## src/rtl/accum_bank_ctl_pkg.sv

```systemverilog
// accum_pkg: shared FSM state type and the lane saturate/wrap adder.
package accum_pkg;

    localparam int MAX_W = 40;

    typedef enum logic [1:0] {ST_IDLE, ST_ACCUM, ST_HOLD} accum_state_e;

    typedef struct packed {
        logic             ovf;
        logic [MAX_W-1:0] val;
    } sat_res_t;

    // Operands are zero-extended to MAX_W; w selects the real accumulator width.
    function automatic sat_res_t sat_add(input logic [MAX_W-1:0] acc, input logic [MAX_W-1:0] inc,
                                         input logic [5:0] w, input logic sat);
        logic [MAX_W:0]   sum;
        logic [MAX_W-1:0] mask;
        sat_res_t         r;
        sum   = {1'b0, acc} + {1'b0, inc};
        mask  = (MAX_W'(1) << w) - MAX_W'(1);
        r.ovf = sum[w];
        r.val = sum[w] ? (sat ? mask : sum[MAX_W-1:0] & mask) : sum[MAX_W-1:0];
        return r;
    endfunction

endpackage

```

## src/rtl/accum_bank_ctl_if.sv

```systemverilog
// accum_bank_ctl_if: job control, sample input and result handshake of the accumulator bank.
interface accum_bank_ctl_if #(
    parameter int NUM_CH = 32,
    parameter int IN_W   = 17,
    parameter int ACC_W  = 24,
    parameter int CNT_W  = 8
);
    logic             start;
    logic [CNT_W-1:0] len;
    logic             in_valid;
    logic             in_ready;
    logic [IN_W-1:0]  accum_i [NUM_CH];
    logic             out_valid;
    logic             out_ready;
    logic [ACC_W-1:0] result [NUM_CH];
    logic [NUM_CH-1:0] ovf;
    logic             busy;

    modport master (output start, len, in_valid, accum_i, out_ready,
                    input  in_ready, out_valid, result, ovf, busy);
    modport slave  (input  start, len, in_valid, accum_i, out_ready,
                    output in_ready, out_valid, result, ovf, busy);
endinterface

```

## src/rtl/accum_bank_ctl_lane.sv

```systemverilog
// accum_lane: one channel accumulator with saturate/wrap and a sticky overflow flag.
module accum_lane
    import accum_pkg::*;
#(
    parameter int IN_W     = 17,
    parameter int ACC_W    = 24,
    parameter bit SATURATE = 1'b1
) (
    input  logic             clk,
    input  logic             reset_n,
    input  logic             clr_i,
    input  logic             en_i,
    input  logic [IN_W-1:0]  in_i,
    output logic [ACC_W-1:0] acc_o,
    output logic             ovf_o
);
    logic [ACC_W-1:0] acc_q, acc_d;
    logic             ovf_q, ovf_d;
    sat_res_t         r;
    logic             unused_hi;

    always_comb begin
        r     = sat_add(MAX_W'(acc_q), MAX_W'(in_i), 6'(ACC_W), SATURATE);
        acc_d = clr_i ? '0 : en_i ? r.val[ACC_W-1:0] : acc_q;
        ovf_d = clr_i ? 1'b0 : ovf_q | (en_i & r.ovf);
    end

    assign unused_hi = ^r.val[MAX_W-1:ACC_W];

    always_ff @(posedge clk or negedge reset_n) begin
        if (!reset_n) begin
            acc_q <= '0;
            ovf_q <= 1'b0;
        end else begin
            acc_q <= acc_d;
            ovf_q <= ovf_d;
        end
    end

    assign acc_o = acc_q;
    assign ovf_o = ovf_q;
endmodule

```

## src/rtl/accum_bank_ctl.sv

```systemverilog
// accum_bank_ctl: NUM_CH-lane accumulator bank; runs LEN-beat jobs and holds
// per-channel sums until the downstream handshake.
module accum_bank_ctl
    import accum_pkg::*;
#(
    parameter int NUM_CH   = 32,
    parameter int IN_W     = 17,
    parameter int ACC_W    = 24,
    parameter int CNT_W    = 8,
    parameter bit SATURATE = 1'b1
) (
    input logic            clk,
    input logic            reset_n,
    accum_bank_ctl_if.slave bus_io
);
    accum_state_e     state_q, state_d;
    logic [CNT_W-1:0] cnt_q, cnt_d, len_q, len_d;
    logic             go, beat, last;
    logic [ACC_W-1:0] res [NUM_CH];
    logic [NUM_CH-1:0] ovf;

    // A new job is taken from IDLE, or straight out of HOLD as the result is consumed.
    always_comb begin
        go      = bus_io.start & ((state_q == ST_IDLE) | ((state_q == ST_HOLD) & bus_io.out_ready));
        beat    = bus_io.in_valid & (state_q == ST_ACCUM);
        last    = beat & (cnt_q == len_q - CNT_W'(1));
        cnt_d   = go ? '0 : beat ? cnt_q + CNT_W'(1) : cnt_q;
        len_d   = go ? bus_io.len : len_q;
        state_d = state_q;
        if (go)
            state_d = (|bus_io.len) ? ST_ACCUM : ST_HOLD;
        else if (last)
            state_d = ST_HOLD;
        else if ((state_q == ST_HOLD) & bus_io.out_ready)
            state_d = ST_IDLE;
    end

    always_ff @(posedge clk or negedge reset_n) begin
        if (!reset_n) begin
            state_q <= ST_IDLE;
            cnt_q   <= '0;
            len_q   <= '0;
        end else begin
            state_q <= state_d;
            cnt_q   <= cnt_d;
            len_q   <= len_d;
        end
    end

    for (genvar i = 0; i < NUM_CH; i++) begin : g_lane
        accum_lane #(.IN_W(IN_W), .ACC_W(ACC_W), .SATURATE(SATURATE)) u_lane (
            .clk    (clk),
            .reset_n(reset_n),
            .clr_i  (go),
            .en_i   (beat),
            .in_i   (bus_io.accum_i[i]),
            .acc_o  (res[i]),
            .ovf_o  (ovf[i])
        );
    end

    assign bus_io.result    = res;
    assign bus_io.ovf       = ovf;
    assign bus_io.in_ready  = state_q == ST_ACCUM;
    assign bus_io.out_valid = state_q == ST_HOLD;
    assign bus_io.busy      = state_q != ST_IDLE;
endmodule

```

## src/flat_wrapper.sv

```systemverilog
// flat-port wrapper written by rule: the top's interface ports become plain ports
module accum_bank_ctl_flat import accum_pkg::*;
#(
    parameter int NUM_CH   = 32,
    parameter int IN_W     = 17,
    parameter int ACC_W    = 24,
    parameter int CNT_W    = 8,
    parameter bit SATURATE = 1'b1
)
  (clk, reset_n, bus_io_start, bus_io_len, bus_io_in_valid, bus_io_accum_i, bus_io_out_ready, bus_io_in_ready, bus_io_out_valid, bus_io_result, bus_io_ovf, bus_io_busy);
  accum_bank_ctl_if #(.NUM_CH(NUM_CH), .IN_W(IN_W), .ACC_W(ACC_W), .CNT_W(CNT_W)) bus_io_i ();
  input logic clk;
  input logic reset_n;
  input wire logic [$bits(bus_io_i.start)-1:0] bus_io_start;
  input wire logic [$bits(bus_io_i.len)-1:0] bus_io_len;
  input wire logic [$bits(bus_io_i.in_valid)-1:0] bus_io_in_valid;
  input wire logic [$bits(bus_io_i.accum_i)-1:0] bus_io_accum_i;
  input wire logic [$bits(bus_io_i.out_ready)-1:0] bus_io_out_ready;
  output wire logic [$bits(bus_io_i.in_ready)-1:0] bus_io_in_ready;
  output wire logic [$bits(bus_io_i.out_valid)-1:0] bus_io_out_valid;
  output wire logic [$bits(bus_io_i.result)-1:0] bus_io_result;
  output wire logic [$bits(bus_io_i.ovf)-1:0] bus_io_ovf;
  output wire logic [$bits(bus_io_i.busy)-1:0] bus_io_busy;
  assign bus_io_i.start = bus_io_start;
  assign bus_io_i.len = bus_io_len;
  assign bus_io_i.in_valid = bus_io_in_valid;
  assign bus_io_i.accum_i = {>>{bus_io_accum_i}};
  assign bus_io_i.out_ready = bus_io_out_ready;
  assign bus_io_in_ready = bus_io_i.in_ready;
  assign bus_io_out_valid = bus_io_i.out_valid;
  assign bus_io_result = {>>{bus_io_i.result}};
  assign bus_io_ovf = bus_io_i.ovf;
  assign bus_io_busy = bus_io_i.busy;
  accum_bank_ctl #(.NUM_CH(NUM_CH), .IN_W(IN_W), .ACC_W(ACC_W), .CNT_W(CNT_W), .SATURATE(SATURATE)) u_core (.clk(clk), .reset_n(reset_n), .bus_io(bus_io_i));
endmodule
```

## config.mk

```make
export PLATFORM = sky130hd
export DESIGN_NAME = accum_bank_ctl_flat
export DESIGN_NICKNAME = d
export VERILOG_FILES = /design/src/rtl/accum_bank_ctl_pkg.sv /design/src/rtl/accum_bank_ctl_if.sv /design/src/rtl/accum_bank_ctl_lane.sv /design/src/rtl/accum_bank_ctl.sv /design/src/flat_wrapper.sv
export SDC_FILE = /design/constraint.sdc
export NUM_CORES = 2
export LEC_CHECK = 0
export CAP_MARGIN = 20
export CORE_AREA = 4 4 521 523
export CTS_BUF_LIST = sky130_fd_sc_hd__clkbuf_2
export CTS_CLUSTER_DIAMETER = 50
export DETAILED_ROUTE_END_ITERATION = 10
export DIE_AREA = 0 0 525 527
export PLACE_DENSITY = 0.38
export SLEW_MARGIN = 40
export SYNTH_ARGS = -nofsm -noshare
export SYNTH_HDL_FRONTEND = slang
export SYNTH_SLANG_ARGS = --single-unit
export TNS_END_PERCENT = 100
```

## constraint.sdc

```tcl
create_clock -name clk -period 3.95 [get_ports clk]
set_clock_uncertainty 0.2 [all_clocks]
set_input_delay 0.5925 -clock clk [delete_from_list [all_inputs] [get_ports clk]]
set_output_delay 0.5925 -clock clk [all_outputs]
set_load 0.01 [all_outputs]
```

==> results.sh <==
export IMPL_antenna_found_initial=83
export IMPL_synth_nets=7484
export IMPL_setup_slack_ns=0.0435
export IMPL_power_density_nw_per_um2=732
export IMPL_cp_end_kind="flop"
export IMPL_clock_sinks=818
export IMPL_finalSetupTns_ns=0
export IMPL_drtIter0Drc=3275
export IMPL_start_util=0.218
export IMPL_cts_buffer_depth=4
export IMPL_critPathArrivalTime_ns=5.28
export IMPL_yosysMostFrequentCell="dfrtp_1"
export IMPL_synth_edf_count=0
export IMPL_grt_pass1_wl_microns=450000
export IMPL_max_freq_ghz=0.256
export IMPL_placed_area_sq_um=78500
export IMPL_areaGrowthSynthToFinish_pct=68.9
export IMPL_synth_main_ff_cell="dfrtp_1"
export IMPL_synth_cell_types=80
export IMPL_yosys_mux_area_fraction=0.00659
export IMPL_synthAdderAreaFrac=0.129
export IMPL_report_final_slew_viol_count=0
export IMPL_die_w_microns=525
export IMPL_period_share=0.989
export IMPL_fin_area_sq_um=98100
export IMPL_path_common_cell="dlygate4sd3_1"
export IMPL_rows=190
export IMPL_core_area_sq_um=267000
export IMPL_start_kind="primary input"
export IMPL_hold_viol=0
export IMPL_seq_area_sq_um=20500
export IMPL_fin_total_pwr_mw=71.8
export IMPL_crit_start="bus_io_accum_i[34]"
export IMPL_layout_nets=10900
export IMPL_worst_setup_path_type="in2reg"
export IMPL_crit_path_end="u_core.g_lane[29].u_lane.acc_o[4]$_DFFE_PN0P_"
export IMPL_synth_largest_area_cell="dfrtp_1"
export IMPL_dp_slack_ns=-0.418
export IMPL_r2r_start="u_core.g_lane[16].u_lane.acc_o[0]$_DFFE_PN0P_"
export IMPL_netlist_instances=6349
export IMPL_ys_warn_count=0
export IMPL_cpPeakStageDelay_ns=0.58
export IMPL_dr_pass1_iters=5
export IMPL_synth_compound_area_frac=0.271
export IMPL_tightestPinTransition_ns=0.761
export IMPL_vias_per_cell=4.83
export IMPL_synth_top_family_by_area="compound AO/OA/AOI/OAI gates"
export IMPL_drive_gt1_frac=0.105
export IMPL_path_cells="dlygate4sd3_1 > clkdlybuf4s50_1 > dlygate4sd3_1 > ha_1 > fa_2 > buf_4 > a21o_1 > a211oi_1 > dlygate4sd3_1 > nor3_1 > dlygate4sd3_1 > a211o_1 > dlygate4sd3_1"
export IMPL_period_needed_ns=3.91
export IMPL_synth_common_cells="dfrtp_1, nand2_1, ha_1"
export IMPL_syn_area_sq_um=58100
export IMPL_grt_overflow_total=0
export IMPL_wl_microns=307000
export IMPL_vias=65400
export IMPL_max_slew_margin=0.493
export IMPL_p_leak_nw=45.0
export IMPL_port_buffers=1359
export IMPL_clk_latency_ns=1.71
export IMPL_die_y_microns=527
export IMPL_fill_cells=27500
export IMPL_grt_start_max_net_pins=95
export IMPL_cp_required_ns=5.32
export IMPL_ys_ff_latch=818
export IMPL_rrSetupSlack_ns=0.11
export IMPL_async_flop_share=1.00
export IMPL_grt_pass1_vias=67100
export IMPL_multi_input_area_sq_um=36400
export IMPL_synthXorXnorAreaFrac=0.0662
export IMPL_ir_drop_uv=316
export IMPL_clk_pin_slew_ns=0.10
export IMPL_syn_area_per_cell_sq_um=9.15
export IMPL_slowest_stage="dlygate4sd3_1"
export IMPL_wire_per_inst_microns=22.7
export IMPL_crit_reg2reg_capture="u_core.g_lane[16].u_lane.acc_o[8]$_DFFE_PN0P_"
export IMPL_status="complete, no violations"
export IMPL_critical_path_max_fanout=2
export IMPL_netlist_area_leader_share=0.352
export IMPL_numCtsBuffers=291
export IMPL_ios=1360
export IMPL_max_cap_violations=0
export IMPL_cts_root_buf="clkbuf_2"
export IMPL_yosys_area_share_simple=0.145
export IMPL_drc=0
export IMPL_synthTopCellsByArea="dfrtp_1, ha_1, nand2_1"
export IMPL_cts_max_level=5
export IMPL_rr_worst_depth=12
export IMPL_setup_viol=0
export IMPL_holdCritPathClass="reg2reg"
export IMPL_postRouteAntennaNets=0
export IMPL_dieArea_sq_um=277000
export IMPL_tritoncts="done"
export IMPL_grt_usage=0.213
export IMPL_gp_congestion=0.898
export IMPL_dp_final_hpwl_microns=230000
export IMPL_ys_seq_area_frac=0.352
export IMPL_fin_hold_ws_ns=0.270
worst min-delay path by stage:
stage	startpoint	end	slack [ns]	cells past startpoint
3_3_place_gp	u_core.g_lane[19].u_lane.ovf_o$_DFF_PN0_	u_core.g_lane[19].u_lane.ovf_o$_DFF_PN0_	0.26	2
3_5_place_dp	u_core.g_lane[27].u_lane.ovf_o$_DFF_PN0_	u_core.g_lane[27].u_lane.ovf_o$_DFF_PN0_	0.26	2
4_1_cts	bus_io_accum_i[291]	u_core.g_lane[14].u_lane.acc_o[2]$_DFFE_PN0P_	0.0002	6
2_1_floorplan	reset_n	u_core.cnt_q[0]$_DFFE_PN0P_	0.1	0
5_1_grt	bus_io_accum_i[298]	u_core.g_lane[14].u_lane.acc_o[9]$_DFFE_PN0P_	0.08	6
6_report	u_core.g_lane[1].u_lane.ovf_o$_DFF_PN0_	u_core.g_lane[1].u_lane.ovf_o$_DFF_PN0_	0.27	2
power by group:
group | internal [mW] | leakage (nW) | switching (mW)
Combinational | 26.1 | 32.5 | 22.6
Clock | 3.08 | 1.96 | 4.83
Sequential | 11.5 | 10.5 | 3.75
worst max-delay path: cells and delay by family:
family,cells,cell delay [ns]
fa+ha+maj,2,0.61
compound gates,3,0.63
simple gates,1,0.04
buf+inv,7,3.42
cell type report:
class / count / share of cell area
Clock buffer: 416 / 0.0212
Timing Repair Buffer: 3396 / 0.343
Multi-Input combinational cell: 5109 / 0.371
Inverter: 125 / 0.00478
Tap cell: 3552 / 0.0453
Sequential cell: 818 / 0.209
Antenna cell: 50 / 0.00128
Clock inverter: 84 / 0.00471
layout by cell type (no fill, tap or decap), types with 26 or more instances in the layout:
| cell | synthesis | final |
|---|---|---|
| a211oi_1 | 89 | 69 |
| xnor2_1 | 272 | 272 |
| nor2b_1 | 64 | 64 |
| a221o_1 | 245 | 245 |
| o311ai_0 | 42 | 41 |
| dlygate4sd2_1 | 0 | 203 |
| clkdlybuf4s50_1 | 0 | 1153 |
| o21bai_1 | 75 | 74 |
| o21a_1 | 98 | 98 |
| dlygate4sd3_1 | 0 | 1631 |
| nor3_1 | 125 | 120 |
| nand4_1 | 65 | 65 |
| mux2i_1 | 27 | 27 |
| dfrtp_1 | 818 | 784 |
| o21ai_0 | 356 | 344 |
| a22oi_1 | 199 | 199 |
| a211o_1 | 40 | 40 |
| a21oi_1 | 455 | 436 |
| or3_1 | 41 | 41 |
| clkinv_1 | 0 | 52 |
| and2_1 | 26 | 26 |
| and3_1 | 84 | 83 |
| nor2_1 | 336 | 334 |
| inv_1 | 125 | 125 |
| buf_12 | 0 | 68 |
| xor2_1 | 167 | 167 |
| ha_1 | 546 | 538 |
| nand2b_1 | 56 | 56 |
| a21o_1 | 227 | 227 |
| a31oi_1 | 80 | 76 |
| diode_2 | 0 | 50 |
| buf_4 | 32 | 335 |
| nand2_1 | 691 | 688 |
| clkbuf_2 | 0 | 416 |
| o211ai_1 | 117 | 117 |
| nand3_1 | 207 | 206 |
| dfrtp_2 | 0 | 34 |
layer usage:
metal	wire length [microns]	global-route usage	up-vias	part of all wire
met2	144000	0.359	1924	0.47
met1	123000	0.247	31800	0.40
met4	15400	0.0948	70	0.050
li1	-	-	31000	-
met3	23400	0.0678	591	0.076
met5	432	0	-	0.0014
per-stage QoR:
stage,cells,util
final,13600,0.367
after global routing,13500,0.367
after CTS,13500,0.364
after detailed placement,11300,0.294
after global placement,11300,0.294
after floorplan,6349,-
state kept, by name, indices dropped and copies added (netlist names):
signal,count
u_core.cnt_q,8
u_core.g_lane.u_lane.acc_o,768
u_core.g_lane.u_lane.ovf_o,32
u_core.len_q,8
u_core.state_q,2
cells by family after synthesis:
| family | count (synthesis) |
|---|---|
| compound gates | 2249 |
| xor+xnor | 439 |
| fa+ha+maj | 578 |
| buf+inv | 422 |
| flops | 818 |
| mux | 37 |
| simple gates | 1806 |
repair_timing:
action,CTS,global route
pin swaps,0,48
hold endpoints to repair,1634,0
gates resized for setup,238,110
setup buffers,6,32
endpoints found under the setup margin,231,173
gates cloned,0,1
hold buffers,1633,0
Power figures use the tool's default switching activity.
